<file path="src/rtl/mc_control_unit.sv">
// mc_control_unit: multi-cycle control FSM for the RV32I-subset CPU.
// Steps each instruction through IF/ID/EX/MEM/WB, decodes the IR fields,
// resolves branches from the ALU flags and drives every datapath enable.
// Only the state register and the sticky illegal flag are flops; all
// other outputs decode combinationally from state, IR fields and flags.
module mc_control_unit (
  input  logic       clk,
  input  logic       Reset,
  input  logic [6:0] opcode,
  input  logic [2:0] funct3,
  input  logic       funct7_5,
  input  logic       zero,
  input  logic       lt,
  input  logic       ltu,
  output logic       PCWre,
  output logic       PCSrc,
  output logic       IRWre,
  output logic       RegWre,
  output logic       ALUSrcB,
  output logic [3:0] ALUOp,
  output logic [2:0] ImmSel,
  output logic       MemRead,
  output logic       MemWrite,
  output logic [1:0] WBSel,
  output logic [2:0] state,
  output logic       illegal
);

  typedef enum logic [2:0] {
    S_IF   = 3'd0,
    S_ID   = 3'd1,
    S_EX   = 3'd2,
    S_MEM  = 3'd3,
    S_WB   = 3'd4,
    S_HALT = 3'd7
  } state_e;

  typedef enum logic [2:0] {
    CL_OP,
    CL_OPIMM,
    CL_LOAD,
    CL_STORE,
    CL_BRANCH,
    CL_LUI,
    CL_JAL,
    CL_BAD
  } class_e;

  localparam logic [6:0] OPC_OP     = 7'b0110011;
  localparam logic [6:0] OPC_OPIMM  = 7'b0010011;
  localparam logic [6:0] OPC_LOAD   = 7'b0000011;
  localparam logic [6:0] OPC_STORE  = 7'b0100011;
  localparam logic [6:0] OPC_BRANCH = 7'b1100011;
  localparam logic [6:0] OPC_LUI    = 7'b0110111;
  localparam logic [6:0] OPC_JAL    = 7'b1101111;

  localparam logic [3:0] ALU_ADD   = 4'd0;
  localparam logic [3:0] ALU_SUB   = 4'd1;
  localparam logic [3:0] ALU_SLL   = 4'd2;
  localparam logic [3:0] ALU_SLT   = 4'd3;
  localparam logic [3:0] ALU_SLTU  = 4'd4;
  localparam logic [3:0] ALU_XOR   = 4'd5;
  localparam logic [3:0] ALU_SRL   = 4'd6;
  localparam logic [3:0] ALU_SRA   = 4'd7;
  localparam logic [3:0] ALU_OR    = 4'd8;
  localparam logic [3:0] ALU_AND   = 4'd9;
  localparam logic [3:0] ALU_PASSB = 4'd10;

  localparam logic [2:0] IMM_I = 3'd0;
  localparam logic [2:0] IMM_S = 3'd1;
  localparam logic [2:0] IMM_B = 3'd2;
  localparam logic [2:0] IMM_U = 3'd3;
  localparam logic [2:0] IMM_J = 3'd4;

  localparam logic [1:0] WB_ALU = 2'd0;
  localparam logic [1:0] WB_MEM = 2'd1;
  localparam logic [1:0] WB_PC4 = 2'd2;

  state_e     state_q, state_d;
  logic       illegal_q, illegal_d;
  class_e     cls;
  logic       taken;

  // Unqualified enables; gated by Reset before leaving the block.
  logic       pc_wre, ir_wre, reg_wre, mem_read, mem_write;
  logic       pc_src, alu_src_b;
  logic [3:0] alu_op;
  logic [2:0] imm_sel;
  logic [1:0] wb_sel;

  // funct3 -> ALU operation; alt_add selects SUB for 000, alt_shift SRA for 101.
  function automatic logic [3:0] alu_from_funct3(input logic [2:0] f3,
                                                 input logic       alt_add,
                                                 input logic       alt_shift);
    logic [3:0] op;
    op = ALU_ADD;
    case (f3)
      3'b000:  op = alt_add   ? ALU_SUB : ALU_ADD;
      3'b001:  op = ALU_SLL;
      3'b010:  op = ALU_SLT;
      3'b011:  op = ALU_SLTU;
      3'b100:  op = ALU_XOR;
      3'b101:  op = alt_shift ? ALU_SRA : ALU_SRL;
      3'b110:  op = ALU_OR;
      default: op = ALU_AND;
    endcase
    return op;
  endfunction

  // Instruction class from the opcode; branches with funct3 010/011 are unsupported.
  // NOTE: every signal written in always_comb gets a default first, so no path can infer a latch.
  always_comb begin
    cls = CL_BAD;
    case (opcode)
      OPC_OP:     cls = CL_OP;
      OPC_OPIMM:  cls = CL_OPIMM;
      OPC_LOAD:   cls = CL_LOAD;
      OPC_STORE:  cls = CL_STORE;
      OPC_BRANCH: cls = (funct3 == 3'b010 || funct3 == 3'b011) ? CL_BAD : CL_BRANCH;
      OPC_LUI:    cls = CL_LUI;
      OPC_JAL:    cls = CL_JAL;
      default:    cls = CL_BAD;
    endcase
  end

  // Branch condition from the ALU flags of the SUB performed in EX.
  always_comb begin
    taken = 1'b0;
    case (funct3)
      3'b000:  taken = zero;
      3'b001:  taken = !zero;
      3'b100:  taken = lt;
      3'b101:  taken = !lt;
      3'b110:  taken = ltu;
      3'b111:  taken = !ltu;
      default: taken = 1'b0;
    endcase
  end

  // Next-state and datapath control decode for the current state and class.
  always_comb begin
    state_d   = S_IF;
    illegal_d = illegal_q;
    pc_wre    = 1'b0;
    ir_wre    = 1'b0;
    reg_wre   = 1'b0;
    mem_read  = 1'b0;
    mem_write = 1'b0;
    pc_src    = 1'b0;
    alu_src_b = 1'b0;
    alu_op    = ALU_ADD;
    imm_sel   = IMM_I;
    wb_sel    = WB_ALU;

    case (state_q)
      S_IF: begin
        ir_wre  = 1'b1;
        state_d = S_ID;
      end

      S_ID: begin
        case (cls)
          CL_OP, CL_OPIMM, CL_LOAD, CL_BRANCH: state_d = S_EX;
          CL_STORE: begin
            state_d = S_EX;
            imm_sel = IMM_S;
          end
          CL_LUI: begin
            state_d = S_EX;
            imm_sel = IMM_U;
          end
          CL_JAL: begin
            state_d = S_WB;
            imm_sel = IMM_J;
          end
          default: begin
            state_d   = S_HALT;
            illegal_d = 1'b1;
          end
        endcase
      end

      S_EX: begin
        case (cls)
          CL_OP: begin
            alu_op  = alu_from_funct3(funct3, funct7_5, funct7_5);
            state_d = S_WB;
          end
          CL_OPIMM: begin
            alu_src_b = 1'b1;
            alu_op    = alu_from_funct3(funct3, 1'b0, funct7_5);
            state_d   = S_WB;
          end
          CL_LUI: begin
            alu_src_b = 1'b1;
            alu_op    = ALU_PASSB;
            state_d   = S_WB;
          end
          CL_LOAD, CL_STORE: begin
            alu_src_b = 1'b1;
            state_d   = S_MEM;
          end
          CL_BRANCH: begin
            alu_op  = ALU_SUB;
            imm_sel = IMM_B;
            pc_wre  = 1'b1;
            pc_src  = taken;
            state_d = S_IF;
          end
          default: state_d = S_IF;
        endcase
      end

      S_MEM: begin
        case (cls)
          CL_LOAD: begin
            mem_read  = 1'b1;
            alu_src_b = 1'b1;
            state_d   = S_WB;
          end
          CL_STORE: begin
            mem_write = 1'b1;
            imm_sel   = IMM_S;
            pc_wre    = 1'b1;
            state_d   = S_IF;
          end
          default: state_d = S_IF;
        endcase
      end

      S_WB: begin
        reg_wre = 1'b1;
        pc_wre  = 1'b1;
        state_d = S_IF;
        case (cls)
          CL_JAL: begin
            wb_sel  = WB_PC4;
            pc_src  = 1'b1;
            imm_sel = IMM_J;
          end
          CL_LOAD: wb_sel = WB_MEM;
          default: wb_sel = WB_ALU;
        endcase
      end

      S_HALT: state_d = S_HALT;

      // Unused encodings 5 and 6 recover to IF.
      default: state_d = S_IF;
    endcase
  end

  // State register and sticky illegal flag.
  // NOTE: sequential state uses non-blocking assignments so every flop samples pre-edge values.
  always_ff @(posedge clk or negedge Reset) begin
    if (!Reset) begin
      state_q   <= S_IF;
      illegal_q <= 1'b0;
    end else begin
      state_q   <= state_d;
      illegal_q <= illegal_d;
    end
  end

  // Enables are gated by Reset so nothing writes while reset is held,
  // even though the state register already sits in IF.
  assign PCWre    = pc_wre    & Reset;
  assign IRWre    = ir_wre    & Reset;
  assign RegWre   = reg_wre   & Reset;
  assign MemRead  = mem_read  & Reset;
  assign MemWrite = mem_write & Reset;
  assign PCSrc    = pc_src;
  assign ALUSrcB  = alu_src_b;
  assign ALUOp    = alu_op;
  assign ImmSel   = imm_sel;
  assign WBSel    = wb_sel;
  assign state    = state_q;
  assign illegal  = illegal_q;

endmodule

</file>
<file path="config.mk">
export PLATFORM = sky130hd
export DESIGN_NAME = mc_control_unit
export DESIGN_NICKNAME = d
export VERILOG_FILES = /design/src/rtl/mc_control_unit.sv
export SDC_FILE = /design/constraint.sdc
export NUM_CORES = 1
export LEC_CHECK = 0
export CAP_MARGIN = 5
export CORE_MARGIN = 10
export CORE_UTILIZATION = 24
export CTS_BUF_LIST = sky130_fd_sc_hd__clkbuf_8
export DETAILED_ROUTE_END_ITERATION = 10
export PLACE_DENSITY = 0.49
export SLEW_MARGIN = 30
export SYNTH_ARGS = -nofsm -noshare
export SYNTH_HDL_FRONTEND = slang
export SYNTH_SLANG_ARGS = --single-unit
export TNS_END_PERCENT = 30
</file>
<file path="constraint.sdc">
create_clock -name clk -period 2.5 [get_ports clk]
set_input_delay 0.5 -clock clk [delete_from_list [all_inputs] [get_ports clk]]
set_output_delay 0.5 -clock clk [all_outputs]
set_load 0.005 [all_outputs]
</file>
==> results of run 1 <==
-- area by class of cell --
| class | instances | area, µm² |
|---|---|---|
| inverters | 3 | 11.3 |
| clock buffers | 3 | 41.3 |
| well taps | 44 | 55.1 |
| flip-flops and latches | 4 | 100 |
| multi-input cells | 98 | 732 |
| fillers | 310 | 1420 |
| repair buffers | 86 | 722 |
-- power by group --
group          internal [mW]  switching (mW)  leakage, nW
logic                  0.339           0.254        0.677
clock network          0.103          0.0319       0.0216
registers             0.0883          0.0187       0.0461
total                  0.530           0.304        0.744
-- cell usage in the layout (no fill, tap or decap), drive strengths merged, types with 3 or more instances in the layout --
| cell type | n |
|---|---|
| a21boi | 3 |
| nor2b | 4 |
| o211ai | 3 |
| nand3b | 5 |
| nor4 | 3 |
| dfrtp | 4 |
| nand2b | 7 |
| inv | 3 |
| clkdlybuf4s50 | 12 |
| xnor2 | 3 |
| nand3 | 3 |
| buf | 57 |
| nand2 | 12 |
| clkdlybuf4s15 | 5 |
| dlygate4sd2 | 8 |
| a21oi | 8 |
| dlymetal6s2s | 4 |
| o21ai | 4 |
| or2 | 3 |
| clkbuf | 3 |
| nor2 | 9 |
-- through the flow --
| stage | worst slack, ns | TNS [ns] | utilization |
|---|---|---|---|
| 2_1_floorplan | 0.388 | 0 | - |
| 3_3_place_gp | -0.591 | -6.49 | 0.467 |
| 3_5_place_dp | -0.614 | -6.74 | 0.467 |
| 4_1_cts | -0.0969 | -0.316 | 0.528 |
| 5_1_grt | -0.0791 | -0.310 | 0.540 |
| 6_report | -0.0239 | -0.0239 | 0.540 |
-- final timing paths --
check | end | slack [ns] | cells past startpoint
setup / recovery | PCSrc | -0.02 | 6
hold / removal | illegal | 0.48 | 1
setup reg to reg | state[0] | 0.56 | 13
hold reg to reg | illegal | 0.48 | 1
max in group asynchronous | illegal | 1.80 | 2
min in group asynchronous | state[2] | 0.58 | 2
-- logic make-up (layout without fill, tap and decap cells) --
group | count (synthesis) | after routing | synth area share
and+or+nand+nor | 58 | 58 | 0.417
AOI/OAI and AO/OA | 35 | 35 | 0.324
buffers and inverters | 13 | 92 | 0.0725
xor gates and xnor gates | 4 | 4 | 0.0451
DFF | 4 | 4 | 0.129
muxes | 1 | 1 | 0.0129
-- what timing repair did --
item | 4_1_cts | 5_1_grt
pin swaps | 6 | 3
hold buffers | 0 | 0
setup endpoints to repair | 14 | 11
gates resized for setup | 67 | 12
setup buffers | 10 | 1
-- critical path, delay by kind of cell --
family | cells | cell delay (ns)
AND/OR/NAND/NOR | 2 | 0.69
buffers and inverters | 3 | 0.59
AO/OA/AOI/OAI | 1 | 0.24
-- sequential cells by signal (all words and copies together) (netlist names) --
register and cells:
illegal 1, state 3
-- metal layers --
layer,up-vias,share of wire,GRT usage,wire [µm]
li1,587,-,-,-
met1,549,0.43,0.124,1520
met2,38,0.50,0.210,1750
met3,8,0.050,0.0268,175
met4,0,0.022,0.0428,79
met5,-,0,0,0
==> flow_metrics.tcl, run 1 <==
set metrics [dict create \
    outcome "finished with violations" \
    failed_checks "setup timing" \
    cp-start-kind "input pin" \
    final_global_route_overflow_total 0 \
    hold_slack_ns 0.480 \
    grt_pass1_vias 1220 \
    area_enclosed_by_the_die_boundary_um2 5910 \
    timing.critical_path.to_type "output port" \
    share_of_layout_cells_above_drive_strength_1 0.418 \
    worst_slack_ns -0.0239 \
    numCtsBuffers 3 \
    drt-vias-per-instance 4.97 \
    hold_start "illegal" \
    antenna_cells_inserted 0 \
    postSynthRegisterBits 4 \
    fmaxAchievable_mhz 396 \
    wire_per_inst_um 14.8 \
    cts.clk_slew.worst_paths_ns 0.03 \
    synthTopCellsByCount "nand2_1 (12), nor2_1 (9), a21oi_1 (8)" \
    drt.antenna.violating_nets 0 \
    post-route-period-util 1.01 \
    core-area_um2 3080 \
    detailroute.via_count 1182 \
    syn_area_um2 777 \
    placed_cell_area_um2 1440 \
    routability_congestion 0.809 \
    max-clock-path-buffers 2 \
    grt_first_pass_wirelength_um 5680 \
    grt_setup_unrepaired "true" \
    worst_slew_margin_rel 0.775 \
    crit_arrival_ns 2.02 \
    fin_area_um2 1660 \
    fin_worst_skew_ns 0.00139 \
    slowest_delay_ns 0.43 \
    die_x_um 76.9 \
    post-place-cells 224 \
    clock_sinks 4 \
    critical_path.cell_chain "dlygate4sd2_1 -> nand3b_1 -> buf_4 -> or4_4 -> o32ai_2 -> buf_2" \
    synthDominantCellAreaShare 0.129 \
    worst_r2r_startpoint "state[0]" \
    grt_util_all_layers 0.115 \
    avgSynthCellArea_um2 6.76 \
    grt_max_degree 11 \
    drt_first_pass_iters 4 \
    min-delay-path-class "reg -> reg" \
    clk_latency_ns 0.21 \
    areaGrowthSynthToFinish_pct 114 \
    floorplan.initialDensity 0.252 \
    setup_viol_count_final 1 \
    synth.largest_area_cell "dfrtp_1" \
    drt-total-wl_um 3530 \
    synth.top_cells.by_area "dfrtp_1 (13%), nand2_1 (5.8%), nand2b_1 (5.6%)" \
    maxCapViolCount 0 \
    timing.critical_path.from "opcode[3]" \
    critical_path_peak_fanout 4 \
    tightestPinTransition_ns 0.333 \
    drt_first_iter_violations 95 \
    critPathKind "in -> out" \
    io_pins 36 \
    cts_htree_levels 1 \
    ir_worst_vdd_v 0.000180 \
    synth_flop_cell "dfrtp_1" \
    clockRootBuffer "clkbuf_8" \
    synth_edf_count 0 \
    power-per-cell-area_nw_per_um2 502 \
    finalWorstPathRequiredPeriod_ns 2.52 \
    rows 20 \
    gate_count_post_synth 115 \
    numPortBuffers 35 \
    dp.final_hpwl_um 2820 \
    crit_required_ns 2.00 \
    final_max_slew_viol_count 0 \
    synth.yosys.seq_area_share 0.129 \
    post_layout_nonfiller_instances 238 \
    synth.most_common_cell "nand2_1" \
    finish.net_count 212 \
    dieHeight_um 76.9 \
    post_synth_num_cell_types 44 \
    antenna_found_initial 0 \
    cts_tree "yes" \
    report.power.total_mw 0.834 \
    synthArstFlopShare 1.00 \
    synth_warnings 0 \
    synth_nets 131 \
    drcViolationCount 0 \
    critPathSlowestCell "or4_4" \
    final-hold-violation-count 0 \
    static-leakage-power_nw 0.744 \
]
Power figures use the tool's default switching activity.
==> inputs of run 2 (changes only) <==
- SKIP_CTS_REPAIR_TIMING: not set -> 1
- SLEW_MARGIN: 30 -> not set
==> run 2 against run 1 <==
Net effect:
- the run now ends clean
- largest cell class unchanged
- total power is 9.2% lower
- critical path depth is 1 lower
- design area is 2.5% lower
- sequential share of layout area is 0.15 points higher
- combinational power is 13% lower
- register-to-register slack better by 0.50 ns
- sequential power hardly changed
- flip-flop and latch count stayed put
- critical endpoint is now ALUOp[3]
- utilization is 1.3 points lower
- clock-buffer cell count stayed put
==> flow_metrics.tcl, run 2 (synthesis results as in run 1) <==
set metrics [dict create \
    static-leakage-power_nw 0.870 \
    grt_max_degree 11 \
    grt_setup_unrepaired "true" \
    io_pins 36 \
    grt_first_pass_wirelength_um 5150 \
    timing.critical_path.to_type "output port" \
    crit_arrival_ns 1.92 \
    final_max_slew_viol_count 0 \
    clk_latency_ns 0.21 \
    finish.net_count 203 \
    drt_first_pass_iters 4 \
    final_cell_mix "buf_4 (38), dlymetal6s2s_1 (18), clkdlybuf4s50_1 (13)" \
    preCtsSetupSlack_ns -0.614 \
    tightestPinTransition_ns 0.339 \
    fin_worst_skew_ns 0.00145 \
    finalWorstPathRequiredPeriod_ns 2.42 \
    critical_path_peak_fanout 3 \
    wire_per_inst_um 15.3 \
    post-place-cells 224 \
    maxCapViolCount 0 \
    floorplan.initialDensity 0.252 \
    fmaxAchievable_mhz 413 \
    share_of_layout_cells_above_drive_strength_1 0.351 \
    worst_slack_ns 0.0801 \
    largest_reg_flops 3 \
    clock_sinks 4 \
    ir_worst_vdd_v 0.000179 \
    drt-total-wl_um 3500 \
    grt_util_all_layers 0.104 \
    hold_slack_ns 0.485 \
    areaGrowthSynthToFinish_pct 109 \
    drcViolationCount 0 \
    clockRootBuffer "clkbuf_8" \
    grt_pass1_vias 1100 \
    multi_input_comb_area_um2 707 \
    max-clock-path-buffers 2 \
    power-per-cell-area_nw_per_um2 468 \
    worst_r2r_startpoint "state[2]" \
    worst_slew_margin_rel 0.771 \
    drt.antenna.violating_nets 0 \
    worstRegToRegCells 5 \
    outcome "finished clean" \
    worst_r2r_endpoint "state[2]" \
    cts_tree "yes" \
    die_x_um 76.9 \
    final_global_route_overflow_total 0 \
    cp-start-kind "flop" \
    post-route-period-util 0.968 \
    critPathKind "reg -> out" \
    crit_required_ns 2.00 \
    rows 20 \
    final-hold-violation-count 0 \
    min-delay-path-class "reg -> reg" \
    cp-endpoint "ALUOp[3]" \
    cts.clk_slew.worst_paths_ns 0.03 \
    timing.critical_path.from "state[2]" \
    antenna_cells_inserted 0 \
    drt-vias-per-instance 4.94 \
    final-seq-area_um2 100 \
    core-area_um2 3080 \
    routability_congestion 0.809 \
    final.fill_count 318 \
    dieHeight_um 76.9 \
    dp.final_hpwl_um 2820 \
    report.power.total_mw 0.758 \
    area_enclosed_by_the_die_boundary_um2 5910 \
    detailroute.via_count 1132 \
    drt_first_iter_violations 59 \
    layout_commonest_cell "buf_4" \
    antenna_found_initial 0 \
    numCtsBuffers 3 \
    rrSetupSlack_ns 1.06 \
    setup_viol_count_final 0 \
    cts_htree_levels 1 \
    post_layout_nonfiller_instances 229 \
    numPortBuffers 35 \
]
==> run 2: worst min path at each step <==
stage | start | end | cells past startpoint
after CTS | illegal | illegal | 1
after global placement | illegal | illegal | 1
after detailed placement | illegal | illegal | 1
after floorplan | Reset | illegal | 0
final | illegal | illegal | 1
after global routing | illegal | illegal | 1
==> run 2: layout make-up <==
| cell class | instances | area share |
|---|---|---|
| inverter | 3 | 0.00695 |
| multi-input combinational | 98 | 0.436 |
| sequential | 4 | 0.0618 |
| tap | 44 | 0.0340 |
| clock buffer | 3 | 0.0255 |
| timing repair buffer | 77 | 0.436 |
==> run 2: metrics by stage <==
| stage | area [µm²] | setup TNS [ns] | util |
|---|---|---|---|
| after global routing | 1620 | -0.0119 | 0.526 |
| after global placement | 1440 | -6.49 | 0.467 |
| after detailed placement | 1440 | -6.74 | 0.467 |
| after CTS | 1480 | -6.73 | 0.480 |
| after floorplan | 777 | 0 | - |
| final | 1620 | 0 | 0.526 |
==> run 2: layer usage <==
layer / track usage / part of all wire
met1: 0.122 / 0.46
met2: 0.181 / 0.49
met3: 0.0256 / 0.032
met4: 0.0279 / 0.013
met5: 0 / 0
==> run 2: power breakdown <==
group / internal (mW) / switching, mW
Combinational: 0.279 / 0.238
Clock: 0.103 / 0.0321
Sequential: 0.0883 / 0.0187
==> run 2: worst max-delay path: stages (launching register included) <==
cell and delay [ns]:
dfrtp_1 0.40, nor3b_2 0.32, buf_4 0.18, nand4_1 0.12, a21oi_1 0.16, clkdlybuf4s50_1 0.52
